## src/rtl/dirty_flush_walker_pkg.sv

```systemverilog
// Shared types and sizing for the dirty-bit flush walker.
package dirty_flush_walker_pkg;

    localparam int unsigned NUM_ENTRIES = 8;
    localparam int unsigned IDX_W       = 3;
    localparam int unsigned CNT_W       = 4;

    typedef logic [IDX_W-1:0] status_idx_t;
    typedef logic [CNT_W-1:0] flush_cnt_t;

    typedef enum logic [2:0] {
        IDLE,
        SCAN,
        WB,
        CLEAR,
        DONE
    } flush_state_t;

    localparam status_idx_t IDX_LAST = status_idx_t'(NUM_ENTRIES - 1);

endpackage

```

## src/rtl/dirty_flush_walker_if.sv

```systemverilog
// Command, status-array and writeback signals of the flush walker.
interface dirty_flush_walker_if;
    import dirty_flush_walker_pkg::*;

    logic        flush_start;
    logic        busy;
    logic        flush_done;
    flush_cnt_t  flushed_count;
    status_idx_t arr_index;
    logic        arr_dataout;
    logic        arr_enable;
    logic        arr_reset;
    logic        wb_req;
    status_idx_t wb_index;
    logic        wb_resp;

    // Walker side
    modport master (
        input  flush_start,
        input  arr_dataout,
        input  wb_resp,
        output busy,
        output flush_done,
        output flushed_count,
        output arr_index,
        output arr_enable,
        output arr_reset,
        output wb_req,
        output wb_index
    );

    // Cache control / array / memory side
    modport slave (
        output flush_start,
        output arr_dataout,
        output wb_resp,
        input  busy,
        input  flush_done,
        input  flushed_count,
        input  arr_index,
        input  arr_enable,
        input  arr_reset,
        input  wb_req,
        input  wb_index
    );

endinterface

```

## src/rtl/dirty_flush_walker.sv

```systemverilog
// Walks the status array on a flush command, writing back and clearing every set bit.
module dirty_flush_walker
    import dirty_flush_walker_pkg::*;
(
    input  logic                 clk,
    input  logic                 reset,
    dirty_flush_walker_if.master bus
);

    flush_state_t r_state;
    flush_state_t w_state_d;
    status_idx_t  r_idx;
    status_idx_t  w_idx_d;
    flush_cnt_t   r_count;
    flush_cnt_t   w_count_d;

    always_ff @(posedge clk or posedge reset) begin
        if (reset) begin
            r_state <= IDLE;
            r_idx   <= '0;
            r_count <= '0;
        end else begin
            r_state <= w_state_d;
            r_idx   <= w_idx_d;
            r_count <= w_count_d;
        end
    end

    // idx stops at IDX_LAST; the last entry always exits to DONE instead of incrementing
    always_comb begin
        w_state_d = r_state;
        w_idx_d   = r_idx;
        w_count_d = r_count;
        unique case (r_state)
            IDLE: begin
                if (bus.flush_start) begin
                    w_state_d = SCAN;
                    w_idx_d   = '0;
                    w_count_d = '0;
                end
            end
            SCAN: begin
                if (bus.arr_dataout) begin
                    w_state_d = WB;
                end else if (r_idx == IDX_LAST) begin
                    w_state_d = DONE;
                end else begin
                    w_idx_d = r_idx + status_idx_t'(1);
                end
            end
            WB: begin
                if (bus.wb_resp) begin
                    w_state_d = CLEAR;
                    w_count_d = r_count + flush_cnt_t'(1);
                end
            end
            CLEAR: begin
                if (r_idx == IDX_LAST) begin
                    w_state_d = DONE;
                end else begin
                    w_state_d = SCAN;
                    w_idx_d   = r_idx + status_idx_t'(1);
                end
            end
            DONE: begin
                w_state_d = IDLE;
            end
            default: begin
                w_state_d = IDLE;
            end
        endcase
    end

    always_comb begin
        bus.busy          = 1'b0;
        bus.flush_done    = 1'b0;
        bus.flushed_count = r_count;
        bus.arr_index     = '0;
        bus.arr_enable    = 1'b0;
        bus.arr_reset     = 1'b0;
        bus.wb_req        = 1'b0;
        bus.wb_index      = '0;
        unique case (r_state)
            IDLE: ;
            SCAN: begin
                bus.busy      = 1'b1;
                bus.arr_index = r_idx;
            end
            WB: begin
                bus.busy      = 1'b1;
                bus.arr_index = r_idx;
                bus.wb_req    = 1'b1;
                bus.wb_index  = r_idx;
            end
            CLEAR: begin
                bus.busy       = 1'b1;
                bus.arr_index  = r_idx;
                bus.arr_enable = 1'b1;
                bus.arr_reset  = 1'b1;
            end
            DONE: begin
                bus.busy       = 1'b1;
                bus.flush_done = 1'b1;
                bus.arr_index  = r_idx;
            end
            default: ;
        endcase
    end

endmodule

```

## src/flat_wrapper.sv

```systemverilog
// flat-port wrapper written by rule: the top's interface ports become plain ports
module dirty_flush_walker_flat import dirty_flush_walker_pkg::*;
  (clk, reset, bus_flush_start, bus_arr_dataout, bus_wb_resp, bus_busy, bus_flush_done, bus_flushed_count, bus_arr_index, bus_arr_enable, bus_arr_reset, bus_wb_req, bus_wb_index);
  dirty_flush_walker_if bus_i ();
  input  logic clk;
  input  logic reset;
  input wire logic [$bits(bus_i.flush_start)-1:0] bus_flush_start;
  input wire logic [$bits(bus_i.arr_dataout)-1:0] bus_arr_dataout;
  input wire logic [$bits(bus_i.wb_resp)-1:0] bus_wb_resp;
  output wire logic [$bits(bus_i.busy)-1:0] bus_busy;
  output wire logic [$bits(bus_i.flush_done)-1:0] bus_flush_done;
  output wire logic [$bits(bus_i.flushed_count)-1:0] bus_flushed_count;
  output wire logic [$bits(bus_i.arr_index)-1:0] bus_arr_index;
  output wire logic [$bits(bus_i.arr_enable)-1:0] bus_arr_enable;
  output wire logic [$bits(bus_i.arr_reset)-1:0] bus_arr_reset;
  output wire logic [$bits(bus_i.wb_req)-1:0] bus_wb_req;
  output wire logic [$bits(bus_i.wb_index)-1:0] bus_wb_index;
  assign bus_i.flush_start = bus_flush_start;
  assign bus_i.arr_dataout = bus_arr_dataout;
  assign bus_i.wb_resp = bus_wb_resp;
  assign bus_busy = bus_i.busy;
  assign bus_flush_done = bus_i.flush_done;
  assign bus_flushed_count = bus_i.flushed_count;
  assign bus_arr_index = bus_i.arr_index;
  assign bus_arr_enable = bus_i.arr_enable;
  assign bus_arr_reset = bus_i.arr_reset;
  assign bus_wb_req = bus_i.wb_req;
  assign bus_wb_index = bus_i.wb_index;
  dirty_flush_walker u_core (.clk(clk), .reset(reset), .bus(bus_i));
endmodule
```

## config.mk

```make
export PLATFORM = sky130hd
export DESIGN_NAME = dirty_flush_walker_flat
export DESIGN_NICKNAME = d
export VERILOG_FILES = /design/src/rtl/dirty_flush_walker_pkg.sv /design/src/rtl/dirty_flush_walker_if.sv /design/src/rtl/dirty_flush_walker.sv /design/src/flat_wrapper.sv
export SDC_FILE = /design/constraint.sdc
export NUM_CORES = 1
export LEC_CHECK = 0
export BUFFER_PORTS_ARGS = -buffer_cell sky130_fd_sc_hd__buf_2
export CAP_MARGIN = 5
export CORE_MARGIN = 2
export CORE_UTILIZATION = 40
export DETAILED_ROUTE_END_ITERATION = 10
export MAX_ROUTING_LAYER = met4
export PLACE_DENSITY = 0.62
export SYNTH_ARGS = -nofsm -noshare
export SYNTH_HDL_FRONTEND = slang
export SYNTH_SLANG_ARGS = --single-unit
```

## constraint.sdc

```tcl
create_clock -name clk -period 1.8 [get_ports clk]
set_input_delay 0.27 -clock clk [delete_from_list [all_inputs] [get_ports clk]]
set_output_delay 0.27 -clock clk [all_outputs]
set_load 0.01 [all_outputs]
```

After elaboration in Yosys (flattened, before gate mapping)
Cells that the tools add are included.
{"block": "op_classes", "eq_ne": 9, "n_addsub": 2, "mux": 19, "reduce_logical": 7}
{"operator": "$mux W3", "n": 10}
{"operator": "$pmux W3 S4", "n": 1}
{"operator": "$pmux W3 S3", "n": 1}
{"operator": "$reduce_and A3 Y1", "n": 3}
{"operator": "$mux W4", "n": 2}
{"operator": "$pmux W4 S2", "n": 1}
{"operator": "$eq A3 B2 Y1 const B", "n": 2}
{"operator": "$eq A3 B3 Y1 const B", "n": 2}
{"operator": "$ne A2 B2 Y1 const B", "n": 3}
{"operator": "$add A4 B1 Y4 const B", "n": 1}
{"operator": "$mux W1", "n": 4}
{"operator": "$reduce_or A4 Y1", "n": 1}
{"operator": "$add A3 B1 Y3 const B", "n": 1}
{"operator": "$eq A3 B1 Y1 const B", "n": 1}
{"operator": "$logic_not A3 Y1", "n": 1}
{"operator": "$ne A3 B2 Y1 const B", "n": 1}
{"operator": "$reduce_bool A3 Y1", "n": 1}
{"operator": "$reduce_bool A2 Y1", "n": 1}
{"block": "word_totals", "out_inout_bits": 15, "regBits": 10, "in_bits": 5, "elab_cells": 40}

Depth between registers and ports, before layout
{"block": "depth", "depth_word": 4, "mapped_depth": 5}

Worst setup path after synthesis
OpenSTA, ideal clock, no wires.
{"block": "synth_path", "path_kind": "register -> register", "from": "register u_core.r_idx[0]", "to": "register u_core.r_idx[1]", "stages_incl_launch_ff": 6, "t_arrival_ns": 1.421, "setup_slack_ns": 0.299, "path_cell_list": "dfrtp_1 -> ha_1 -> ha_1 -> nand2b_1 -> nor3_1 -> mux2i_1"}
{"block": "synth_between", "elab_chain_cells": 4, "word_cells_on_any_way": 5, "cone_classes": "add/sub: 1; eq/ne: 1; mux: 3"}
{"item": "start, declared", "line_no": "dirty_flush_walker.sv:12", "text": "status_idx_t r_idx;"}
{"item": "start signal, assigned", "line_no": "dirty_flush_walker.sv:24", "text": "r_idx <= w_idx_d;"}
{"item": "$add A3 B1 Y3 / $eq A3 B3 Y1 (equally long branches)"}
{"item": "$mux W3 (*)", "line_no": "dirty_flush_walker.sv:45, dirty_flush_walker.sv:58"}
{"item": "$mux W3", "line_no": "dirty_flush_walker.sv:43", "text": "if (bus.arr_dataout) begin"}
{"item": "$pmux W3 S3 (*)", "line_no": "dirty_flush_walker.sv:34", "text": "unique case (r_state)"}
Mark *: on every way between the ends. The rest lies on a longest branch, timed or not. The select of a mux whose other input is x is not followed.
A chain may end at the register's enable or synchronous reset.

Worst setup path in the final report
{"block": "layout_path", "from": "register u_core.r_state[2]", "to": "output port bus_wb_index[1]"}
{"block": "layout_between", "elab_chain_cells": 2}
{"item": "start, declared", "line_no": "dirty_flush_walker.sv:10", "text": "flush_state_t r_state;"}
{"item": "start signal, assigned", "line_no": "dirty_flush_walker.sv:23", "text": "r_state <= w_state_d;"}
{"item": "$eq A3 B2 Y1", "line_no": "dirty_flush_walker.sv:83", "text": "unique case (r_state)"}
{"item": "$mux W3", "line_no": "dirty_flush_walker.sv:83"}
{"item": "end, declared", "line_no": "flat_wrapper.sv:17", "text": "output wire logic [$bits(bus_i.wb_index)-1:0] bus_wb_index;"}
Every way passes these cells.

==> metrics.md <==
| Metric | Value |
|---|---|
| Num CTS Buffers | 3 |
| Via/cell ratio | 5.34 |
| Setup crit end kind | primary output |
| Final Critical Period | 1.66 ns |
| Synth warnings | 0 |
| Top Usage Layer GRT | met1 |
| All-Layer GR Usage | 16.8% |
| Routed Antenna Nets | 0 |
| Iteration-0 DRC Markers | 8 |
| Core Rows | 14 |
| First-pass DRT Iterations | 4 |
| Post-synthesis xor/xnor area fraction | 1.32% |
| Yosys reg bits | 10 |
| HP Class | in -> reg |
| Most frequent cells in the layout | 19 x buf_2, 8 x nand2_1, 8 x dfrtp_1, 7 x and2_1 |
| H-tree Lvls | 1 |
| Antenna diodes | 0 |
| Largest net degree at the start of global routing | 15 |
| Final hold vios | 0 |
| Reg2Reg Setup Slack | 0.16 ns |
| Sequential area share after synthesis | 37.7% |
| Synth Cell Area | 664 sq um |
| Clock sink count | 10 |
| Switching power | 0.523 mW |
| Status | complete, no violations |
| Number of synthesized flops with an enable pin | 0 |
| Final worst slack | 0.139 ns |
| IO buf count | 19 |
| Initial Util | 43.6% |
| Post-synthesis adder-cell area fraction | 5.65% |
| Crit Path Max Fanout | 14 |
| DP Worst Slack | 0.155 ns |
| DR vias | 593 |
| Cells after synthesis | 73 |
| Simple-Gate Fraction of Synth Area | 34.1% |
| Worst path required time | 1.53 ns |
| Worst-path cell chain | nor3b_2 -> and2_1 -> buf_2 |
| Period utilisation layout | 92.3% |
| Met1 Use GR | 23.4% |
| Slew @ Worst Pin | 0.426 ns |
| Syn Area/Cell | 9.10 sq um |
| Peak supply drop | 0.000807 V |
| Max Cap Viol | 0 |
| Share of layout cells above drive strength 1 | 31.6% |
| Logic pwr share | 50.5% |
| RSZ-0062 raised after global routing | no |
| Clk pwr share | 16.1% |
| M2 GR Usage | 20.9% |
| First-pass GRT wire length | 2300 microns |
| Grt total ovfl | 0 |
| Internal power | 0.758 mW |
| DP Area | 772 sq um |
| Clock latency on the worst-skew pair | 0.27 ns |
| CP bufs+invs | 1 |
| Worst path slowest cell | dfrtp_1 |
| Cell variety after synth | 30 |
| Power Density | 1550 nW/um^2 |
| CTS tree | done |
| Pleak | 0.430 nW |
| Compound-gate portion of the synthesized area | 10.5% |
| Delay-heaviest family, CP | flip-flops |
| Root Buffer | clkbuf_4 |
| Die Area | 2000 sq um |
| Antenna violations before repair | 0 |
| FMAX | 602 MHz |
| Power, Total | 1.28 mW |
| Max_slew headroom | 71.6% |
| Post-layout util | 54.4% |
| Std-Cell Core Area | 1520 sq um |
| DRC Markers | 0 |
| Crit path kind | reg -> out |
| Die Y | 44.8 microns |
| Top FF cell, synth | dfrtp_1 |
| DP HPWL | 1020 microns |
| Met3 usage | 7.20% |
| Largest family of logic cells by synthesized area | simple AND/OR/NAND/NOR gates |
| Final setup vio count | 0 |
| Syn_nets | 81 |
| Number of nets in the layout | 104 |
| Die W | 44.8 microns |
| Worst path arrival time | 1.39 ns |
| Clock-pin slew on the worst setup and hold paths | 0.07 ns |
| Worst Clk Skew | 0.00601 ns |
| Switching share of power | 40.8% |
| Gp weighted congestion | 0.718 |
| Area Overhead vs Synth | 24.7% |
| Crit-path max cell delay | 0.54 ns |
| Design area | 828 sq um |
| Most common cell after layout, fill and taps aside | buf_2 |
| Post-CTS setup buffer count | 0 |
| Vias in the first global route | 512 |
| Final WL | 1310 microns |
| Mux cell area share after synthesis | 4.52% |
| Crit start category | flop |
| Routed WL per cell | 11.8 microns |
| TNS Setup | 0 ns |
| Largest buffer count on any clock path | 2 |
| Register share of total power | 33.4% |
| I/O pin cnt | 20 |
| Slew Limit Fails | 0 |
| Post-synth ARST share | 100% |
-- stage by stage --
| step | cells | hold slack, ns |
|---|---|---|
| floorplan | 73 | 0.110 |
| global placement | 106 | 0.284 |
| detailed placement | 106 | 0.281 |
| CTS | 111 | 0.381 |
| global route | 111 | 0.401 |
| finish | 111 | 0.376 |
-- final cells by class --
cell class / instances / area [sq um]
well taps: 16 / 20.0
inverters: 5 / 18.8
fillers: 147 / 696
flip-flops and latches: 10 / 253
clock buffers: 4 / 36.3
repair buffers: 22 / 120
multi-input cells: 54 / 380
-- Yosys cell counts, drive strengths merged (2+ instances only) --
master | instances | area, sq um
ha | 3 | 37.5
nor2 | 5 | 18.8
or4b | 3 | 30.0
o2bb2ai | 2 | 17.5
buf | 4 | 22.5
nand2 | 8 | 30.0
and2 | 7 | 43.8
nand3 | 3 | 15.0
inv | 5 | 18.8
o21ai | 3 | 15.0
dfrtp | 10 | 250
nand2b | 2 | 12.5
mux2i | 3 | 30.0
-- worst min-delay path: stages --
cell and delay [ns]:
buf_2 0.13, nand2_1 0.08, nand3_1 0.07, nand3_1 0.06
-- worst paths after layout --
check,from,end,cells past startpoint
max,u_core.r_state[2],bus_wb_index[1],3
min in group asynchronous,reset,u_core.r_state[2],3
max in group asynchronous,reset,u_core.r_state[1],3
max reg2reg,u_core.r_idx[0],u_core.r_idx[2],5
min,bus_wb_resp,u_core.bus.flushed_count[2],4
min reg2reg,u_core.bus.flushed_count[2],u_core.bus.flushed_count[2],2
-- timing repair --
action / in CTS / in global routing
endpoints found under the hold margin: 10 / 0
gates resized for setup: 0 / 3
setup endpoints to repair: 0 / 3
hold buffers: 1 / 0
-- cell families after synthesis --
family,Yosys count
buf+inv,9
fa+ha+maj,3
compound gates,10
simple gates,37
flops,10
mux,3
xor+xnor,1
-- power by group through the flow --
stage,Sequential (mW),Combinational [mW],Clock (mW)
floorplan,0.388,0.476,0
CTS,0.424,0.646,0.211
finish,0.428,0.647,0.206
global route,0.448,0.745,0.225
global placement,0.425,0.637,0
detailed placement,0.429,0.641,0
-- state kept, by name, indices dropped and copies added (netlist names) --
register / count
u_core.r_state: 3
u_core.bus.flushed_count: 4
u_core.r_idx: 3
-- metal layers --
metal	share of wire, %	routed length [microns]	vias up
met5	0	0	-
met4	1.5	19	0
met3	4.6	60	2
met2	44	574	11
met1	50	651	281
li1	-	-	299
Note: power is estimated with default switching activity, not from simulation.
